==> config.mk <==
export PLATFORM = sky130hd
export DESIGN_NAME = seven_seg_scan_flat
export DESIGN_NICKNAME = d
export VERILOG_FILES = /design/src/rtl/seven_seg_pkg.sv /design/src/rtl/seven_seg_if.sv /design/src/rtl/seven_seg_dec.sv /design/src/rtl/seven_seg_scan.sv /design/src/flat_wrapper.sv
export SDC_FILE = /design/constraint.sdc
export NUM_CORES = 1
export LEC_CHECK = 0
export CAP_MARGIN = 20
export CORE_MARGIN = 8
export CORE_UTILIZATION = 55
export CTS_BUF_LIST = sky130_fd_sc_hd__clkbuf_8
export DETAILED_ROUTE_END_ITERATION = 8
export GPL_TIMING_DRIVEN = 0
export HOLD_SLACK_MARGIN = 0.15
export PLACE_DENSITY_LB_ADDON = 0.2
export SLEW_MARGIN = 10
export SYNTH_ARGS = -nofsm -noshare
export SYNTH_HDL_FRONTEND = slang
export SYNTH_SLANG_ARGS = --single-unit
==> constraint.sdc <==
create_clock -name clk -period 2.56 [get_ports clk]
set_input_delay 0.384 -clock clk [delete_from_list [all_inputs] [get_ports clk]]
set_output_delay 0.384 -clock clk [all_outputs]
set_load 0.02 [all_outputs]
==> src/rtl/seven_seg_pkg.sv <==
// Shared definitions for the multiplexed seven-segment display driver.
//   SEG_W : width of a segment pattern, {a,b,c,d,e,f,g} with a in bit 6
//   HEX7  : active-high segment pattern for every hex nibble
//   hex7(): nibble -> active-high segment pattern lookup
package seven_seg_pkg;

  localparam int SEG_W = 7;

  localparam logic [SEG_W-1:0] HEX7 [16] = '{
    7'h7E, 7'h30, 7'h6D, 7'h79, 7'h33, 7'h5B, 7'h5F, 7'h70,
    7'h7F, 7'h7B, 7'h77, 7'h1F, 7'h4E, 7'h3D, 7'h4F, 7'h47
  };

  function automatic logic [SEG_W-1:0] hex7(input logic [3:0] nibble);
    return HEX7[nibble];
  endfunction

endpackage

==> src/rtl/seven_seg_if.sv <==
// Bus between the datapath (master) and the display driver (slave).
//   load       master->slave  1-cycle strobe capturing value/dp_in
//   value      master->slave  hex nibbles, digit 0 = value[3:0]
//   dp_in      master->slave  decimal-point request per digit
//   pend       slave->master  pending buffer not yet shown
//   load_ack   slave->master  1-cycle pulse when pending data is committed
//   frame_tick slave->master  1-cycle pulse when the scan returns to digit 0
//   seg/dp/an  slave->pins    segment lines, decimal point, digit enables
interface seven_seg_if
  import seven_seg_pkg::*;
#(
  parameter int NUM_DIGITS = 4
);
  logic                    load;
  logic [4*NUM_DIGITS-1:0] value;
  logic [NUM_DIGITS-1:0]   dp_in;
  logic                    pend;
  logic                    load_ack;
  logic                    frame_tick;
  logic [SEG_W-1:0]        seg;
  logic                    dp;
  logic [NUM_DIGITS-1:0]   an;

  modport master (
    output load, value, dp_in,
    input  pend, load_ack, frame_tick, seg, dp, an
  );

  modport slave (
    input  load, value, dp_in,
    output pend, load_ack, frame_tick, seg, dp, an
  );
endinterface

==> src/rtl/seven_seg_dec.sv <==
// Combinational hex nibble to active-high seven-segment pattern decoder.
//   nibble : 4-bit hex digit
//   seg    : {a,b,c,d,e,f,g}, active-high
module seven_seg_dec
  import seven_seg_pkg::*;
(
  input  logic [3:0]       nibble,
  output logic [SEG_W-1:0] seg
);
  assign seg = hex7(nibble);
endmodule

==> src/rtl/seven_seg_scan.sv <==
// Multiplexed N-digit seven-segment display driver with a tear-free,
// double-buffered display value. One digit is lit for PRESCALE clocks, then
// the scan moves on; new data is only committed when the scan wraps to digit 0.
//   clk   : system clock, rising edge
//   rst_n : synchronous active-low reset
//   bus   : seven_seg_if slave modport (load/value/dp_in in; pend, load_ack,
//           frame_tick, seg, dp, an out)
// Build option: define LEADING_ZERO_BLANK_EN to blank leading zero digits
// (digit 0 is never blanked, the decimal point is still shown).
module seven_seg_scan
  import seven_seg_pkg::*;
#(
  parameter int NUM_DIGITS = 4,
  parameter int PRESCALE   = 1000,
  parameter int ACTIVE_LOW = 0
) (
  input logic        clk,
  input logic        rst_n,
  seven_seg_if.slave bus
);
  localparam int   DATA_W  = 4 * NUM_DIGITS;
  localparam int   IDX_W   = (NUM_DIGITS > 1) ? $clog2(NUM_DIGITS) : 1;
  localparam int   PRESC_W = $clog2(PRESCALE);
  localparam logic POL     = (ACTIVE_LOW != 0);

  logic [PRESC_W-1:0]    presc;
  logic [IDX_W-1:0]      idx;
  logic [DATA_W-1:0]     pending, disp;
  logic [NUM_DIGITS-1:0] pending_dp, disp_dp;
  logic                  pend_q, load_ack_q, frame_tick_q;
  logic [SEG_W-1:0]      seg_q;
  logic                  dp_q;
  logic [NUM_DIGITS-1:0] an_q;

  logic                  tick, last_digit, wrap;
  logic [3:0]            nibble;
  logic [SEG_W-1:0]      dec_seg, seg_hi;
  logic [NUM_DIGITS-1:0] an_hi, dp_sel;
  logic                  blank;

  assign tick       = (presc == PRESC_W'(PRESCALE - 1));
  assign last_digit = (idx == IDX_W'(NUM_DIGITS - 1));
  assign wrap       = tick && last_digit;

  assign nibble = disp[4 * int'(idx) +: 4];
  assign dp_sel = disp_dp >> idx;
  assign an_hi  = NUM_DIGITS'(1) << idx;

  seven_seg_dec u_dec (
    .nibble (nibble),
    .seg    (dec_seg)
  );

`ifdef LEADING_ZERO_BLANK_EN
  // A digit is blank when it and every digit to its left hold zero.
  assign blank = (idx != '0) && ((disp >> (4 * int'(idx))) == '0);
`else
  assign blank = 1'b0;
`endif

  // NOTE: combinational outputs get a default first so no path infers a latch.
  always_comb begin
    seg_hi = dec_seg;
    if (blank) seg_hi = '0;
  end

  // NOTE: all state uses non-blocking assignments so every register samples
  // the pre-edge values of the others, regardless of statement order.
  always_ff @(posedge clk) begin
    if (!rst_n) begin
      presc        <= '0;
      idx          <= '0;
      pending      <= '0;
      pending_dp   <= '0;
      disp         <= '0;
      disp_dp      <= '0;
      pend_q       <= 1'b0;
      load_ack_q   <= 1'b0;
      frame_tick_q <= 1'b0;
      seg_q        <= {SEG_W{POL}};
      dp_q         <= POL;
      an_q         <= {NUM_DIGITS{POL}};
    end else begin
      presc <= tick ? '0 : presc + PRESC_W'(1);
      if (tick) idx <= last_digit ? '0 : idx + IDX_W'(1);

      frame_tick_q <= wrap;
      load_ack_q   <= wrap && (bus.load || pend_q);

      // Commit only on the wrap so a frame never mixes old and new digits.
      // A load on the wrap cycle itself bypasses the pending buffer.
      if (wrap && bus.load) begin
        disp    <= bus.value;
        disp_dp <= bus.dp_in;
        pend_q  <= 1'b0;
      end else if (wrap && pend_q) begin
        disp    <= pending;
        disp_dp <= pending_dp;
        pend_q  <= 1'b0;
      end else if (bus.load) begin
        pending    <= bus.value;
        pending_dp <= bus.dp_in;
        pend_q     <= 1'b1;
      end

      // Pin polarity is applied here so the logic above stays active-high.
      seg_q <= seg_hi ^ {SEG_W{POL}};
      dp_q  <= dp_sel[0] ^ POL;
      an_q  <= an_hi ^ {NUM_DIGITS{POL}};
    end
  end

  assign bus.pend       = pend_q;
  assign bus.load_ack   = load_ack_q;
  assign bus.frame_tick = frame_tick_q;
  assign bus.seg        = seg_q;
  assign bus.dp         = dp_q;
  assign bus.an         = an_q;

endmodule

==> src/flat_wrapper.sv <==
// flat-port wrapper written by rule: the top's interface ports become plain ports
module seven_seg_scan_flat import seven_seg_pkg::*;
#(
  parameter int NUM_DIGITS = 4,
  parameter int PRESCALE   = 1000,
  parameter int ACTIVE_LOW = 0
)
  (clk, rst_n, bus_load, bus_value, bus_dp_in, bus_pend, bus_load_ack, bus_frame_tick, bus_seg, bus_dp, bus_an);
  seven_seg_if #(.NUM_DIGITS(NUM_DIGITS)) bus_i ();
  input logic clk;
  input logic rst_n;
  input wire logic [$bits(bus_i.load)-1:0] bus_load;
  input wire logic [$bits(bus_i.value)-1:0] bus_value;
  input wire logic [$bits(bus_i.dp_in)-1:0] bus_dp_in;
  output wire logic [$bits(bus_i.pend)-1:0] bus_pend;
  output wire logic [$bits(bus_i.load_ack)-1:0] bus_load_ack;
  output wire logic [$bits(bus_i.frame_tick)-1:0] bus_frame_tick;
  output wire logic [$bits(bus_i.seg)-1:0] bus_seg;
  output wire logic [$bits(bus_i.dp)-1:0] bus_dp;
  output wire logic [$bits(bus_i.an)-1:0] bus_an;
  assign bus_i.load = bus_load;
  assign bus_i.value = bus_value;
  assign bus_i.dp_in = bus_dp_in;
  assign bus_pend = bus_i.pend;
  assign bus_load_ack = bus_i.load_ack;
  assign bus_frame_tick = bus_i.frame_tick;
  assign bus_seg = bus_i.seg;
  assign bus_dp = bus_i.dp;
  assign bus_an = bus_i.an;
  seven_seg_scan #(.NUM_DIGITS(NUM_DIGITS), .PRESCALE(PRESCALE), .ACTIVE_LOW(ACTIVE_LOW)) u_core (.clk(clk), .rst_n(rst_n), .bus(bus_i));
endmodule
==> metrics.md, run 1 <==
| Metric | Value |
|---|---|
| Status | completed |
| Area Overhead vs Synth | 20.0% |
| Min-Delay Endpoint | u_core.bus.an[1]$_SDFF_PP0_ |
| Final TNS setup | 0 ps |
| Register-to-Register Path Depth | 6 |
| H-tree depth | 3 |
| Endpoints failing setup | 0 |
| Initial DRC count | around 150 |
| Worst hold start | rst_n |
| Post-detailed-route wirelength per cell | between 15 and 20 microns |
| Area occupied by multi-input gates | between 1500 and 2000 sq um |
| Max Cap Viol | 0 |
| Critical path's slowest cell | clkbuf_1 |
| Fin Hold WS | approximately 420 ps |
| Post-route DRC | 0 |
| Routed vias/inst | 5.76 |
| Max Slew Vio Count | 0 |
| Postcts setup bufs | 0 |
| F_max | 482 MHz |
| RSZ-0062 raised after global routing | no |
| Antenna violations before repair | 0 |
| Post-synth EDFFs | 0 |
| Peak VDD IR | ~0.44 mV |
| DIE HEIGHT | about 94 microns |
| Final Power | around 2.2 mW |
| FILL cells | around 480 |
| Vias | 2720 |
| Slew headroom | roughly 34% |
| Vias in the first global route | between 2k and 3k |
| Mapped Area | approximately 3300 sq um |
| Hold Crit Depth | 3 |
| Hold Path Class | in -> reg |
| Clock-pin slew on the worst setup and hold paths | approximately 70 ps |
| Critical-path cell list | ha_1 -> and4b_1 -> clkbuf_1 -> clkbuf_1 -> a41oi_1 -> o32ai_2 |
| FP Rows | 28 |
| Clock root buffer | clkbuf_8 |
| Pwr dens | 551 nW/um^2 |
| CTS tree | yes |
| WS Path Type | reg -> reg |
| Final Critical Period | about 2100 ps |
| Post-route clock skew | ~5.8 ps |
| DP HPWL | around 5500 microns |
| Endpoints failing hold | 0 |
| Kind of end point of the critical path | register |
| R2R Setup Slk | just under 500 ps |
| Critical path peak fanout | 10 |
| Post-Syn Area per Cell | ~9.6 sq um |
| Most used DFF post-synth | dfxtp_1 |
| Core Area | between 5000 and 6000 sq um |
| Worst Path Required | about 2800 ps |
| Netlist cell types | 46 |
| Share of layout cells above drive strength 1 | 14.4% |
| Clk buf depth | 2 |
| Routed WL | approximately 7600 microns |
| CP peak stage delay | 440 ps |
| Reg2reg end | u_core.disp[2]$_SDFFE_PN0P_ |
| Worst setup SP type | register |
| Total CTS buffers | 9 |
| Static Leak | 1.46 nW |
| Post-Syn Instances | 345 |
| Clk sinks | 67 |
| Syn Nets | around 380 |
| Die area | 8740 sq um |
| WP data arrival | about 2300 ps |
| Drt first pass iters | 4 |
| Final #Nets | 424 |
| Starting density of the core | 56.5% |
| Post-synthesis sequential area ratio | between 40% and 50% |
| Synth warn | 0 |
| Crit-path leading delay family | buffers and inverters |
| Gpl congestion | 0.838 |
| Largest net degree at the start of global routing | 11 |
| CTS-repair resized insts | 0 |
| Routed Antenna Nets | 0 |
| Fin crit share | approximately four fifths |
| Ports | 38 |
| Slew at the pin with the worst max-slew slack | 980 ps |
| Post-route setup slack | approximately 480 ps |
| FF-to-FF Start | u_core.presc[0]$_SDFF_PP0_ |
| #FFs+latches synth | 67 |
| Clk_lat worst skew | approximately 340 ps |
| Die Span X | ~94 microns |
| Setup WS pre-CTS | approximately 470 ps |
| First-pass GRT wire length | between 10000 and 15000 microns |
| # port buffers | 36 |
| Crit-path most repeated cell | clkbuf_1 |
| Grt ovf | 0 |
| All-Layer GR Usage | 18.6% |
| Diode count | 0 |
| Bufs and invs on worst path | 2 |
| FF+latch area | about 1300 sq um |
| CTS Hold Bufs | 0 |
| Ys async rst share | 0% |
==> through the flow <==
stage / std cells / instance area, sq um / utilization, %
after floorplan: 345 / 3300 / -
after global placement: 456 / 3760 / 64.2
after detailed placement: 456 / 3760 / 64.2
after CTS: 472 / 3970 / 67.8
after global routing: 472 / 3970 / 67.8
final: 472 / 3970 / 67.8
==> synthesized netlist by cell type (2+ instances only) <==
master    number  share of area, %
clkbuf_1      17               1.9
or3_1          2              0.38
mux4_2         4               2.7
ha_1           9               3.4
mux2_2         2              0.68
nand2_1       45               5.1
o21ai_0        5              0.76
a41oi_1       21               5.6
nor2_1        30               3.4
nor3_1         3              0.45
o32ai_2       19               9.4
inv_1         31               3.5
dfxtp_1       67                41
mux2i_1       26               7.9
buf_6          3               1.0
nand3_1        3              0.45
nand2b_1       2              0.38
a21oi_1       10               1.5
buf_2          9               1.4
o31ai_1        7               1.6
xnor2_1        2              0.53
nand4_1        4              0.76
==> tightest hold or removal path, cell delays in order <==
cell and delay [ps]:
clkbuf_1 170, nand2_1 110, nor2_1 50
==> cells by family after synthesis <==
logic type	share of synthesized area [%]
flip-flops	40.6
adder cells (fa/ha/maj)	3.41
buffers and inverters	7.95
AO/OA/AOI/OAI	21.4
XOR/XNOR	0.795
AND/OR/NAND/NOR	14.6
multiplexers	11.3
==> power by group <==
part	total (mW)	internal [mW]	switching, mW
clock	0.911	0.520	0.391
sequential	1.09	1.07	0.0167
combinational	0.182	0.0856	0.0964
==> how the worst max path moves through the flow <==
| stage | slack [ps] | endpoint | startpoint | cells past startpoint |
|---|---|---|---|---|
| after global placement | 500 | u_core.disp[1]$_SDFFE_PN0P_ | bus_load | 5 |
| final | 480 | u_core.disp[2]$_SDFFE_PN0P_ | u_core.presc[0]$_SDFF_PP0_ | 6 |
| after detailed placement | 470 | u_core.disp[14]$_SDFFE_PN0P_ | bus_load | 5 |
| after CTS | 490 | u_core.disp[2]$_SDFFE_PN0P_ | u_core.presc[0]$_SDFF_PP0_ | 6 |
| after global routing | 250 | u_core.disp[2]$_SDFFE_PN0P_ | u_core.presc[0]$_SDFF_PP0_ | 6 |
| after floorplan | 780 | u_core.bus.seg[5]$_SDFF_PN0_ | u_core.idx[0]$_SDFFE_PN0N_ | 7 |
==> cell type report <==
class	count	share of cell area [%]
flip-flops and latches	67	33.8
repair buffers	36	9.09
clock buffers	12	4.17
well taps	75	2.37
multi-input cells	217	42.9
inverters	32	3.03
clock inverters	4	1.04
plain buffers	29	3.60
==> flip-flops by register name, summed over array words and instances, names as in the netlist <==
| signal | cells |
|---|---|
| u_core.bus.dp | 1 |
| u_core.pending_dp | 4 |
| u_core.bus.load_ack | 1 |
| u_core.disp | 16 |
| u_core.idx | 2 |
| u_core.bus.an | 4 |
| u_core.bus.pend | 1 |
| u_core.bus.seg | 7 |
| u_core.bus.frame_tick | 1 |
| u_core.pending | 16 |
| u_core.disp_dp | 4 |
| u_core.presc | 10 |
==> routing by layer <==
metal	vias up	GRT usage, %	routed length (microns)
li1	1339	-	-
met1	1303	23.7	3580
met2	65	29.0	3540
met3	13	4.89	331
met4	0	7.52	166
met5	-	0	0
==> cell usage in the layout (no fill, tap or decap), types with 2 or more instances in the layout <==
| cell type | count |
|---|---|
| dfxtp_1 | 67 |
| nand2_1 | 45 |
| clkdlybuf4s50_1 | 36 |
| inv_1 | 34 |
| nor2_1 | 30 |
| mux2i_1 | 26 |
| a41oi_1 | 21 |
| o32ai_2 | 19 |
| clkbuf_1 | 17 |
| clkbuf_8 | 12 |
| a21oi_1 | 10 |
| buf_2 | 9 |
| ha_1 | 9 |
| o31ai_1 | 7 |
| o21ai_0 | 5 |
| mux4_2 | 4 |
| nand4_1 | 4 |
| buf_6 | 3 |
| nand3_1 | 3 |
| nor3_1 | 3 |
| xnor2_1 | 2 |
| nand2b_1 | 2 |
| mux2_2 | 2 |
| or3_1 | 2 |
(Power assumes the default switching activity.)
==> run 2: changes to the inputs <==
clock period = 2.11 ns   (was 2.56 ns; I/O delays follow)
==> run 2 against run 1 <==
Against the previous run:
- global-route usage unchanged
- setup slack got worse by 340 ps
- flip-flop and latch count stayed put
- clock power up 22%
- final area is 0.44% higher
- sequential share of layout area fell by 0.15 points
- cell count unchanged
- die area stayed put
- critical path type unchanged
- critical endpoint is now u_core.bus.seg[2]$_SDFF_PN0_
==> metrics.md, run 2 (synthesized netlist as in run 1, its figures left out) <==
| Metric | Value |
|---|---|
| Status | completed |
| Area Overhead vs Synth | 20.5% |
| Largest net degree at the start of global routing | 11 |
| Initial DRC count | 164 |
| Commonest non-fill, non-tap cell in the layout | dfxtp_1 |
| Endpoints failing hold | 0 |
| Ports | 38 |
| Final TNS setup | 0 ps |
| Commonest cells after routing, fill and taps aside | 67 x dfxtp_1, 45 x nand2_1, 36 x clkdlybuf4s50_1, 34 x inv_1, 30 x nor2_1 |
| Grt ovf | 0 |
| All-Layer GR Usage | a little under a fifth |
| Max Cap Viol | 0 |
| Worst setup SP type | register |
| F_max | approximately 510 MHz |
| # placed instances | 456 |
| Peak VDD IR | about 0.53 mV |
| FF+latch area | 1340 sq um |
| Hold Path Class | in -> reg |
| Final #Nets | roughly 420 |
| Endpoints failing setup | 0 |
| Drt first pass iters | 5 |
| Share of layout cells above drive strength 1 | between 10% and 20% |
| FILL cells | between 400 and 500 |
| Routed vias/inst | 5.76 |
| FF-to-FF Start | u_core.idx[0]$_SDFFE_PN0N_ |
| Clock-pin slew on the worst setup and hold paths | ~70 ps |
| Max Slew Vio Count | 0 |
| Post-detailed-route wirelength per cell | roughly 16 microns |
| First-pass GRT wire length | 13000 microns |
| Area occupied by multi-input gates | approximately 1700 sq um |
| Clock root buffer | clkbuf_8 |
| Cell Count, Final, Fillers Out | ~470 |
| H-tree depth | 3 |
| Post-route setup slack | ~140 ps |
| Routed Antenna Nets | 0 |
| Clk_lat worst skew | 340 ps |
| Clk sinks | 67 |
| Placed inst area | between 3000 and 4000 sq um |
| Worst hold start | rst_n |
| Total CTS buffers | 9 |
| Antenna violations before repair | 0 |
| Vias | between 2k and 3k |
| Worst Path Required | 2350 ps |
| Crit path from | u_core.idx[0]$_SDFFE_PN0N_ |
| # port buffers | 36 |
| CTS Hold Bufs | 0 |
| Final Critical Period | between 1500 and 2000 ps |
| Static Leak | around 1.5 nW |
| DP HPWL | between 5000 and 6000 microns |
| Slew headroom | about 58% |
| Fin crit share | 93.3% |
| Fin area | 3980 sq um |
| FP Rows | 28 |
| Setup WS pre-CTS | 60.0 ps |
| Final Power | around 2.7 mW |
| Routed WL | 7620 microns |
| Gpl congestion | 0.838 |
| Core Area | about 5900 sq um |
| Starting density of the core | between 50% and 60% |
| WP data arrival | approximately 2200 ps |
| Largest regs | u_core.disp x16, u_core.pending x16, u_core.presc x10 |
| Post-route clock skew | ~6.5 ps |
| Post-route DRC | 0 |
| Critical path peak fanout | 10 |
| Diode count | 0 |
| Die Span X | 93.5 microns |
| Pwr dens | about 670 nW/um^2 |
| Post-layout util | about 68% |
| Clk buf depth | 2 |
| Die area | 8740 sq um |
| Postcts setup bufs | 0 |
| Vias in the first global route | about 2.7k |
| CTS-repair resized insts | 0 |
| CTS tree | yes |
| Fin Hold WS | roughly 360 ps |
| DIE HEIGHT | a little over 90 microns |
| Kind of end point of the critical path | register |
| WS Path Type | reg -> reg |
| Slew at the pin with the worst max-slew slack | about 630 ps |
==> run 2: cell counts in the layout (fill, tap and decap cells not counted) <==
Identical to the previous run, type by type.
==> run 2: per-layer routing <==
metal	track usage [%]	routed length (microns)	vias to the layer above
li1	-	-	1338
met1	23.7	3520	1297
met2	29.0	3530	67
met3	4.89	387	15
met4	7.52	179	0
met5	0	0	-
==> run 2: worst paths after layout <==
path,to,slack [ps],depth (start not counted)
worst min register to register,u_core.presc[0]$_SDFF_PP0_,460,1
worst min-delay path,u_core.bus.an[1]$_SDFF_PP0_,360,3
worst max-delay path,u_core.bus.seg[2]$_SDFF_PN0_,140,6
worst max register to register,u_core.bus.seg[2]$_SDFF_PN0_,140,6
==> run 2: critical path, stage by stage, from the launching register on <==
cell	delay [ps]
dfxtp_1	360
buf_6	170
mux4_2	590
inv_1	150
ha_1	220
mux2i_1	100
o221a_2	270
==> run 2: where the power goes <==
group          internal [mW]  switching, mW  total [mW]
Clock                  0.631          0.475        1.11
Sequential              1.30         0.0202        1.32
Combinational          0.105          0.117       0.222
Total                   2.04          0.613        2.65
==> run 2: cell type report <==
| type | instances | share of cell area [%] |
|---|---|---|
| Buffer | 29 | 3.71 |
| Clock buffer | 12 | 4.15 |
| Clock inverter | 4 | 1.04 |
| Inverter | 32 | 3.02 |
| Multi-Input combinational cell | 217 | 43.0 |
| Sequential cell | 67 | 33.7 |
| Tap cell | 75 | 2.36 |
| Timing Repair Buffer | 36 | 9.05 |
==> run 3: changes to the inputs <==
ABC_AREA = 1   (was not set)
CTS_BUF_LIST = not set   (was sky130_fd_sc_hd__clkbuf_8)
==> run 3 against run 2 <==
Against the previous run:
- worst hold slack improved by 120 ps
- first-iteration DRC count increased by 1.2%
- final area increased by 1.9%
- combinational power about the same
- via count increased by 14%
- maximum frequency increased by 6.5%
- wire length decreased by 0.50%
- sequential power about the same
- sequential share of layout area decreased by 0.62 points
- critical path type unchanged
- critical endpoint is now u_core.bus.seg[3]$_SDFF_PN0_
==> metrics.md, run 3 <==
| Metric | Value |
|---|---|
| Ports | 38 |
| Worst Path Required | between 2000 and 2500 ps |
| FP Rows | 28 |
| FF-to-FF Start | u_core.idx[0]$_SDFFE_PN0N_ |
| Grt ovf | 0 |
| Slew headroom | between 60% and 70% |
| Die Span X | around 95 microns |
| Routed Antenna Nets | 0 |
| CTS-repair resized insts | 0 |
| Slew at the pin with the worst max-slew slack | around 560 ps |
| Diode count | 0 |
| Post-Syn Area per Cell | 6.75 sq um |
| Total CTS buffers | 9 |
| Peak VDD IR | 0.414 mV |
| F_max | between 500 and 600 MHz |
| Hold Path Class | reg -> reg |
| Static Leak | 2.00 nW |
| Mapped Area | 3410 sq um |
| Kind of end point of the critical path | register |
| Postcts setup bufs | 0 |
| Endpoints failing setup | 0 |
| #FFs+latches synth | 67 |
| Routed WL | ~7600 microns |
| Gpl congestion | ~0.86 |
| Vias | 3109 |
| WP data arrival | about 2100 ps |
| All-Layer GR Usage | about 18% |
| First-pass GRT wire length | about 13000 microns |
| Antenna violations before repair | 0 |
| Top cells by area, synth | dfxtp_1 39%, nand2_1 17%, inv_1 8.7% |
| Yosys top cell by area | dfxtp_1 |
| Clk sinks | 67 |
| Ys async rst share | 0% |
| Worst setup SP type | register |
| Core Area | 5960 sq um |
| Area Overhead vs Synth | 19.0% |
| Final Critical Period | about 1800 ps |
| Post-Syn Instances | between 500 and 600 |
| Initial DRC count | 166 |
| Syn Nets | 537 |
| Post-synth EDFFs | 0 |
| RSZ-0062 raised after global routing | no |
| Post-route clock skew | about 5.4 ps |
| Pwr dens | ~640 nW/um^2 |
| Top cells by instance count after synthesis | 156 x nand2_1, 79 x inv_1, 67 x dfxtp_1 |
| CTS Hold Bufs | 0 |
| Final Power | 2.62 mW |
| R2R Setup Slk | between 200 and 300 ps |
| Drt first pass iters | 4 |
| Area occupied by multi-input gates | between 1500 and 2000 sq um |
| Clk_lat worst skew | ~350 ps |
| CTS tree | yes |
| Clk buf depth | 2 |
| Most common cell in the synthesized netlist | nand2_1 |
| Largest regs | u_core.disp x16, u_core.pending x16, u_core.presc x10 |
| FILL cells | 530 |
| Post-detailed-route wirelength per cell | between 10 and 15 microns |
| Starting density of the core | 57.2% |
| Crit path from | u_core.idx[0]$_SDFFE_PN0N_ |
| Top cell type's share of synthesized area | roughly two fifths |
| Clock-pin slew on the worst setup and hold paths | about 70 ps |
| Status | completed |
| WS Path Type | reg -> reg |
| Commonest cells after routing, fill and taps aside | 156 x nand2_1, 79 x inv_1, 67 x dfxtp_1, 40 x nor2_1, 36 x clkdlybuf4s50_1 |
| Largest net degree at the start of global routing | 11 |
| Commonest non-fill, non-tap cell in the layout | nand2_1 |
| Final TNS setup | 0 ps |
| DIE HEIGHT | 94.7 microns |
| Critical path peak fanout | 10 |
| Die area | 8970 sq um |
| Vias in the first global route | approximately 2.9k |
| Synth warn | 0 |
| Routed vias/inst | 4.93 |
| Netlist cell types | 31 |
| DP HPWL | between 5000 and 6000 microns |
| Post-route DRC | 0 |
| FF+latch area | 1340 sq um |
| Most used DFF post-synth | dfxtp_1 |
| Fin crit share | slightly below 90% |
| Worst hold start | u_core.pending[10]$_SDFFE_PN0P_ |
| Clock root buffer | clkbuf_8 |
| # port buffers | 36 |
| Max Cap Viol | 0 |
| Max Slew Vio Count | 0 |
| Final #Nets | between 500 and 600 |
| Share of layout cells above drive strength 1 | about a tenth |
| Endpoints failing hold | 0 |
| Post-synthesis sequential area ratio | 39.3% |
| H-tree depth | 3 |
-- run 3: path summary, 6_finish.rpt --
check | to | depth (start not counted)
worst min register to register | u_core.pending[10]$_SDFFE_PN0P_ | 2
worst min-delay path | u_core.pending[10]$_SDFFE_PN0P_ | 2
worst max register to register | u_core.bus.seg[3]$_SDFF_PN0_ | 12
worst max-delay path | u_core.bus.seg[3]$_SDFF_PN0_ | 12
-- run 3: area by class of cell --
type / count / share of cell area, %
Sequential cell: 67 / 33.1
Inverter: 85 / 7.86
Timing Repair Buffer: 36 / 8.88
Multi-Input combinational cell: 328 / 39.1
Clock buffer: 13 / 3.92
Buffer: 25 / 4.01
Clock inverter: 2 / 0.863
Tap cell: 75 / 2.31
-- run 3: cells by family (layout without fill, tap and decap cells) --
kind of cell               after synthesis  count (layout)  share of synthesized area, %
and+or+nand+nor                        231             231                          28.6
buffers and inverters                  110             161                          14.1
xor gates and xnor gates                 2               2                         0.514
AOI/OAI and AO/OA                       86              86                          14.1
DFF                                     67              67                          39.3
adders and majority gates                9               9                          3.30
-- run 3: through the flow --
step | setup WS [ps] | hold WS, ps | util, % | area [sq um] | cells
global route | 88.0 | 500 | 68.1 | 4060 | 631
global placement | 353 | 446 | 64.9 | 3860 | 616
detailed placement | 300 | 468 | 64.9 | 3860 | 616
finish | 261 | 484 | 68.1 | 4060 | 631
floorplan | 508 | 430 | - | 3410 | 505
CTS | 288 | 485 | 68.1 | 4060 | 631
-- run 3: routing by layer --
metal | vias up | global-route usage (%) | part of all wire (%)
met4 | 0 | 9.36 | 3.0
met3 | 20 | 4.68 | 5.8
li1 | 1638 | - | -
met2 | 93 | 28.6 | 46
met1 | 1358 | 21.3 | 45
met5 | - | 0 | 0
-- run 3: critical path, stage by stage, from the launching register on --
cell	delay (ps)
dfxtp_1	320
buf_4	170
buf_6	140
a21oi_1	140
o21ai_0	110
nand2_1	150
inv_1	110
ha_1	190
inv_1	70
nand2_1	50
nand2_1	60
o21ai_1	70
nor2_1	170
-- run 3: power by group --
| group | switching, mW | internal, mW | total (mW) |
|---|---|---|---|
| combinational | 0.121 | 0.100 | 0.221 |
| sequential | 0.0190 | 1.30 | 1.32 |
| clock | 0.469 | 0.603 | 1.07 |
| total | 0.608 | 2.01 | 2.62 |
